[config.mk]
export PLATFORM = sky130hd
export DESIGN_NAME = dec_scan_seq
export DESIGN_NICKNAME = d
export VERILOG_FILES = /design/src/rtl/dec_scan_seq.sv
export SDC_FILE = /design/constraint.sdc
export NUM_CORES = 1
export LEC_CHECK = 0
export ABC_AREA = 1
export CAP_MARGIN = 25
export CORE_MARGIN = 10
export CORE_UTILIZATION = 40
export DETAILED_ROUTE_END_ITERATION = 6
export PLACE_DENSITY = 0.72
export RECOVER_POWER = 50
export SYNTH_ARGS = -nofsm -noshare
export SYNTH_HDL_FRONTEND = slang
export SYNTH_SLANG_ARGS = --single-unit
[constraint.sdc]
create_clock -name clk -period 1.5 [get_ports clk]
set_input_delay 0.45 -clock clk [delete_from_list [all_inputs] [get_ports clk]]
set_output_delay 0.45 -clock clk [all_outputs]
set_load 0.03 [all_outputs]
[src/rtl/dec_scan_seq.sv]
// dec_scan_seq: registered AW-to-2**AW one-hot decoder with a valid/ready load
// path and an auto-scan mode that walks the one-hot output with a programmable
// dwell. One cycle of output latency.
//
// Optional feature: define DEC_ONEHOT_CHK_EN to build a sticky one-hot checker
// on the registered output (err). Without it err is tied low.
//
// state | meaning
// ------+---------------------------------------------------------------
// IDLE  | outputs off, y_valid=0
// LOAD  | y holds the last accepted code, y_valid=1
// SCAN  | y walks 1<<idx, each code held dwell_r+1 cycles, busy=1
module dec_scan_seq #(
  parameter int AW = 4,
  parameter int DW = 8
) (
  input  logic              clk,
  input  logic              rst_n,
  input  logic              en,
  input  logic              scan_mode,
  input  logic              in_valid,
  output logic              in_ready,
  input  logic [AW-1:0]     in_addr,
  input  logic [DW-1:0]     dwell,
  output logic [2**AW-1:0]  y,
  output logic              y_valid,
  output logic              busy,
  output logic              cnt_wrap,
  output logic              err
);

  localparam int NW = 2**AW;

  typedef enum logic [1:0] {
    IDLE = 2'd0,
    LOAD = 2'd1,
    SCAN = 2'd2
  } state_t;

  state_t          state, state_nxt;
  logic [NW-1:0]   y_nxt;
  logic [AW-1:0]   idx, idx_nxt, idx_inc;
  logic [DW-1:0]   dwell_r, dwell_r_nxt;
  logic [DW-1:0]   dwell_cnt, dwell_cnt_nxt;
  logic            wrap_nxt;

  function automatic logic [NW-1:0] onehot(input logic [AW-1:0] a);
    onehot = {{(NW-1){1'b0}}, 1'b1} << a;
  endfunction

  // Load is only offered when enabled, not scanning, and scan not requested.
  assign in_ready = en & ~scan_mode & (state != SCAN);
  assign y_valid  = (state != IDLE);
  assign busy     = (state == SCAN);
  assign idx_inc  = idx + 1'b1;

  // State and datapath registers; everything clears asynchronously.
  always_ff @(posedge clk or negedge rst_n) begin
    if (!rst_n) begin
      state     <= IDLE;
      y         <= '0;
      idx       <= '0;
      dwell_r   <= '0;
      dwell_cnt <= '0;
      cnt_wrap  <= 1'b0;
    end else begin
      state     <= state_nxt;
      y         <= y_nxt;
      idx       <= idx_nxt;
      dwell_r   <= dwell_r_nxt;
      dwell_cnt <= dwell_cnt_nxt;
      cnt_wrap  <= wrap_nxt;
    end
  end

  // Next-state and next-output decode; en=0 beats scan_mode, scan beats load.
  always_comb begin
    state_nxt     = state;
    y_nxt         = y;
    idx_nxt       = idx;
    dwell_r_nxt   = dwell_r;
    dwell_cnt_nxt = dwell_cnt;
    wrap_nxt      = 1'b0;

    if (!en) begin
      state_nxt     = IDLE;
      y_nxt         = '0;
      idx_nxt       = '0;
      dwell_cnt_nxt = '0;
    end else if (scan_mode) begin
      if (state != SCAN) begin
        // scan start: first code is 0 and does not count as a wrap
        state_nxt     = SCAN;
        idx_nxt       = '0;
        y_nxt         = onehot('0);
        dwell_r_nxt   = dwell;
        dwell_cnt_nxt = '0;
      end else if (dwell_cnt == dwell_r) begin
        idx_nxt       = idx_inc;
        y_nxt         = onehot(idx_inc);
        dwell_cnt_nxt = '0;
        wrap_nxt      = (idx_inc == '0);
      end else begin
        dwell_cnt_nxt = dwell_cnt + 1'b1;
      end
    end else if (state == SCAN) begin
      // leaving scan drops the index so the next scan restarts at code 0
      state_nxt     = IDLE;
      y_nxt         = '0;
      idx_nxt       = '0;
      dwell_cnt_nxt = '0;
    end else if (in_valid) begin
      state_nxt = LOAD;
      y_nxt     = onehot(in_addr);
    end
  end

`ifdef DEC_ONEHOT_CHK_EN
  logic [AW:0] y_pop;

  // Population count of the registered output.
  always_comb begin
    y_pop = '0;
    for (int i = 0; i < NW; i++) begin
      y_pop = y_pop + {{AW{1'b0}}, y[i]};
    end
  end

  // Sticky flag: any live cycle whose output is not exactly one-hot.
  always_ff @(posedge clk or negedge rst_n) begin
    if (!rst_n) begin
      err <= 1'b0;
    end else if (y_valid && (y_pop != {{AW{1'b0}}, 1'b1})) begin
      err <= 1'b1;
    end
  end
`else
  assign err = 1'b0;
`endif

endmodule
==> results by group <==
Route
  – Average via count per standard cell: slightly above 5
  – Detailed Route WL: approximately 7.2 mm
  – Count of antenna-violating nets left after detailed routing: 0
  – Starting DRC count in detailed routing: a little under 80
  – Routed wire per std cell: about 16 µm
  – # DRC: 0
  – Number of detailed-routing iterations run before antenna repair: 4
  – Total number of vias: 2387

Placed design
  – Post-detail-place hpwl: between 4 and 5 mm
  – Final weighted congestion in routability-driven placement: 0.868
  – IO Port Bufs: 36

Global route
  – Pin count of the biggest net entering global routing: 24
  – Number of global-route vias before repair: 2367
  – Global routing usage summed across all routing layers: ~13%
  – Number of antenna violations at the first check in global routing: 0
  – Global route total overflow: 0
  – Global-route wire length before repair: 10.9 mm

Clock network
  – Maximum buffer depth of the clock tree: 2
  – CTS Hold Bufs: 0
  – TritonCTS Buffers: 5
  – # H-tree levels: 2
  – TritonCTS clock tree: done
  – Clock transition time at the flip-flop clock pins of the worst setup and hold paths: about 80 ps
  – Latest clock arrival within the worst-skew pair: just under 300 ps
  – Master cell of the clock root buffer: clkbuf_8
  – Clk sink count: 39

Setup path
  – Cell breakdown of the critical path: buf_6, nand2_8, nand2_8, nor2_8, buf_6
  – Kind of critical path: register to output pin
  – Worst Path Max Fanout: 4
  – Slack of the worst reg-to-reg path: -60 ps
  – Type of origin of the critical path: register
  – Combined buffer and inverter count along the critical path: 2
  – Critical path data arrival time: about 1200 ps
  – Crit path max-delay family: flip-flops
  – Critical path's slowest cell: dfrtp_1
  – Critical path's largest stage delay: ~400 ps
  – Data required time at the worst endpoint: about 1100 ps
  – CP endpoint kind: output pin

Timing
  – Endpoints failing setup: 26
  – Worst-Margin Slew: 898 ps
  – Final-layout setup total negative slack: -1100 ps
  – RSZ-0062 raised after global routing: yes
  – Peak Freq: about 600 MHz
  – Skew final: 4.23 ps
  – Worst max-slew margin expressed relative to the limit: 40.2%
  – Clock period minus worst slack: 1660 ps
  – Number of pins with negative max-slew slack in the final report: 0
  – Final Cycle Share: 111%
  – Hold Fails Final Rpt: 0
  – Final WS setup: -160 ps

Power
  – Part of the total power dissipated in sequential elements: a little under half
  – Maximum vdd drop: around 0.00049 V
  – Fraction of power spent switching nets: 30.4%
  – Reported net switching power: between 700 and 800 µW
  – Overall power of the completed layout: about 2400 µW
  – Power density cells: 659 nW/µm²
  – Clock power frac: approximately 29%
  – Static power due to leakage: roughly 0.0017 µW
  – Internal Pwr Total: ~1700 µW
  – Combinational fraction of design power: between 20% and 30%

Final layout
  – Share of final-layout standard cells stronger than drive strength 1: about 49%
  – Diodes inserted: 0
  – Synthesis-to-layout area growth: 52.1%
  – Final layout net count: approximately 400

Floorplan
  – Die area: between 9000 and 10000 µm²
  – Number of top-level pins: 38
  – Die width: about 98 µm
  – Core area: 5920 µm²
  – Effective utilization at floorplan: slightly above 40%
  – Vertical die dimension: 98.1 µm
  – Cell row count: 28

Logic synthesis
  – Mean Syn Cell Area: ~8.2 µm²
  – Most instantiated library cell after synthesis: nand2_1
  – Top-area cell type share of the netlist area: 40.0%
  – Count of mapped cells out of synthesis: 296
  – Yosys warns: 0
  – Synthesis-stage register bit count: 39
  – Post-synth EDFFs: 0
  – Number of library cell types mapped by synthesis: 26
  – FFs w/ async S/R, synth: 100%
  – Top cells by area in the synthesized netlist: dfrtp_1 40%, nand2_1 15%, nand3_1 5.1%
  – Cell accounting for the most synthesized area: dfrtp_1
  – Mapped Nets: approximately 320
  – Commonest cells in the synthesized netlist: 97 x nand2_1, 39 x dfrtp_1, 25 x nand3_1, 23 x inv_1
  – Register area share after synthesis: between 40% and 50%
  – Netlist Area Pre-Place: 2440 µm²
  – Commonest register cell after synthesis: dfrtp_1

Min path
  – Type of the most critical hold path: input pin to asynchronous set/reset pin

Run status
  – Violations in the final reports: negative setup slack
  – Run status: complete, but fails checks

Flow run
  – Maxcap violations: 0
cells by family after synthesis:
kind of cell	Yosys count	synth area share (%)
flops	39	40.0
xor+xnor	12	4.31
fa+ha+maj	6	3.08
compound gates	24	6.46
mux	7	3.23
other cells	1	0.154
buf+inv	33	7.70
simple gates	174	35.0
what timing repair did:
item | CTS | global route
pin swaps | 23 | 33
resized for setup | 55 | 72
buffers inserted | 13 | 10
setup endpoints to repair | 38 | 44
cloned | 3 | 0
final timing paths:
path	from	endpoint	depth (start not counted)
min in group clk	y[8]	y[8]	2
min reg2reg	y[8]	y[8]	2
min	rst_n	y[9]	1
max in group asynchronous	rst_n	dwell_cnt[0]	2
max reg2reg	state[1]	y[12]	9
max	state[1]	in_ready	5
cells in the final DEF (no fill, tap or decap), types with 8 or more instances in the layout:
cell / Yosys / layout
nand2_1: 97 / 79
buf_4: 2 / 51
dfrtp_1: 39 / 38
nand3_2: 10 / 20
nand2_2: 1 / 16
nand3_1: 25 / 14
inv_1: 23 / 13
buf_6: 1 / 12
clkdlybuf4s50_1: 0 / 11
inv_2: 3 / 10
a21oi_2: 0 / 10
nor2_2: 0 / 9
xnor2_1: 8 / 8
per-layer routing:
layer | wire length [µm] | share of wire (%) | up-vias | GRT usage (%)
met5 | 0 | 0 | - | 0
met4 | 153 | 2.1 | 0 | 3.36
met1 | 2890 | 40 | 1164 | 15.5
li1 | - | - | 1148 | -
met2 | 3890 | 54 | 59 | 24.4
met3 | 305 | 4.2 | 16 | 3.10
through the flow:
step	area (µm²)	cells	setup slack [ps]	hold slack [ps]	util, %
after floorplan	2440	296	98.9	154	-
after global placement	3030	431	-409	400	51.1
after detailed placement	3030	431	-398	404	51.1
after CTS	3490	455	-224	92.0	58.9
after global routing	3710	464	-212	333	62.6
final	3710	464	-160	254	62.6
sequential cells by signal (all words and copies together) (netlist names):
register,flops
y,16
dwell_cnt,8
dwell_r,8
idx,4
state,2
cnt_wrap,1
power groups by stage:
stage	Combinational (µW)	Sequential [µW]	Clock [µW]
2_1_floorplan	249	1180	0
3_5_place_dp	452	1160	0
6_report	585	1140	714
5_1_grt	626	1150	771
4_1_cts	543	1140	718
3_3_place_gp	443	1160	0
final cells by class:
class / count / area [µm²]
clock buffer: 6 / 72.6
clock inverter: 2 / 12.5
fill: 486 / 2210
inverter: 26 / 108
multi-input combinational: 226 / 1630
sequential: 39 / 977
tap: 75 / 93.8
timing repair buffer: 90 / 820
worst register-to-register path: cells and delay by family (launching register included):
kind                   cells  cell delay, ps
and+or+nand+nor            6             660
AOI/OAI and AO/OA          1             160
buffers and inverters      2             290
DFF                        1             400
Note: power is estimated with default switching activity, not from simulation.
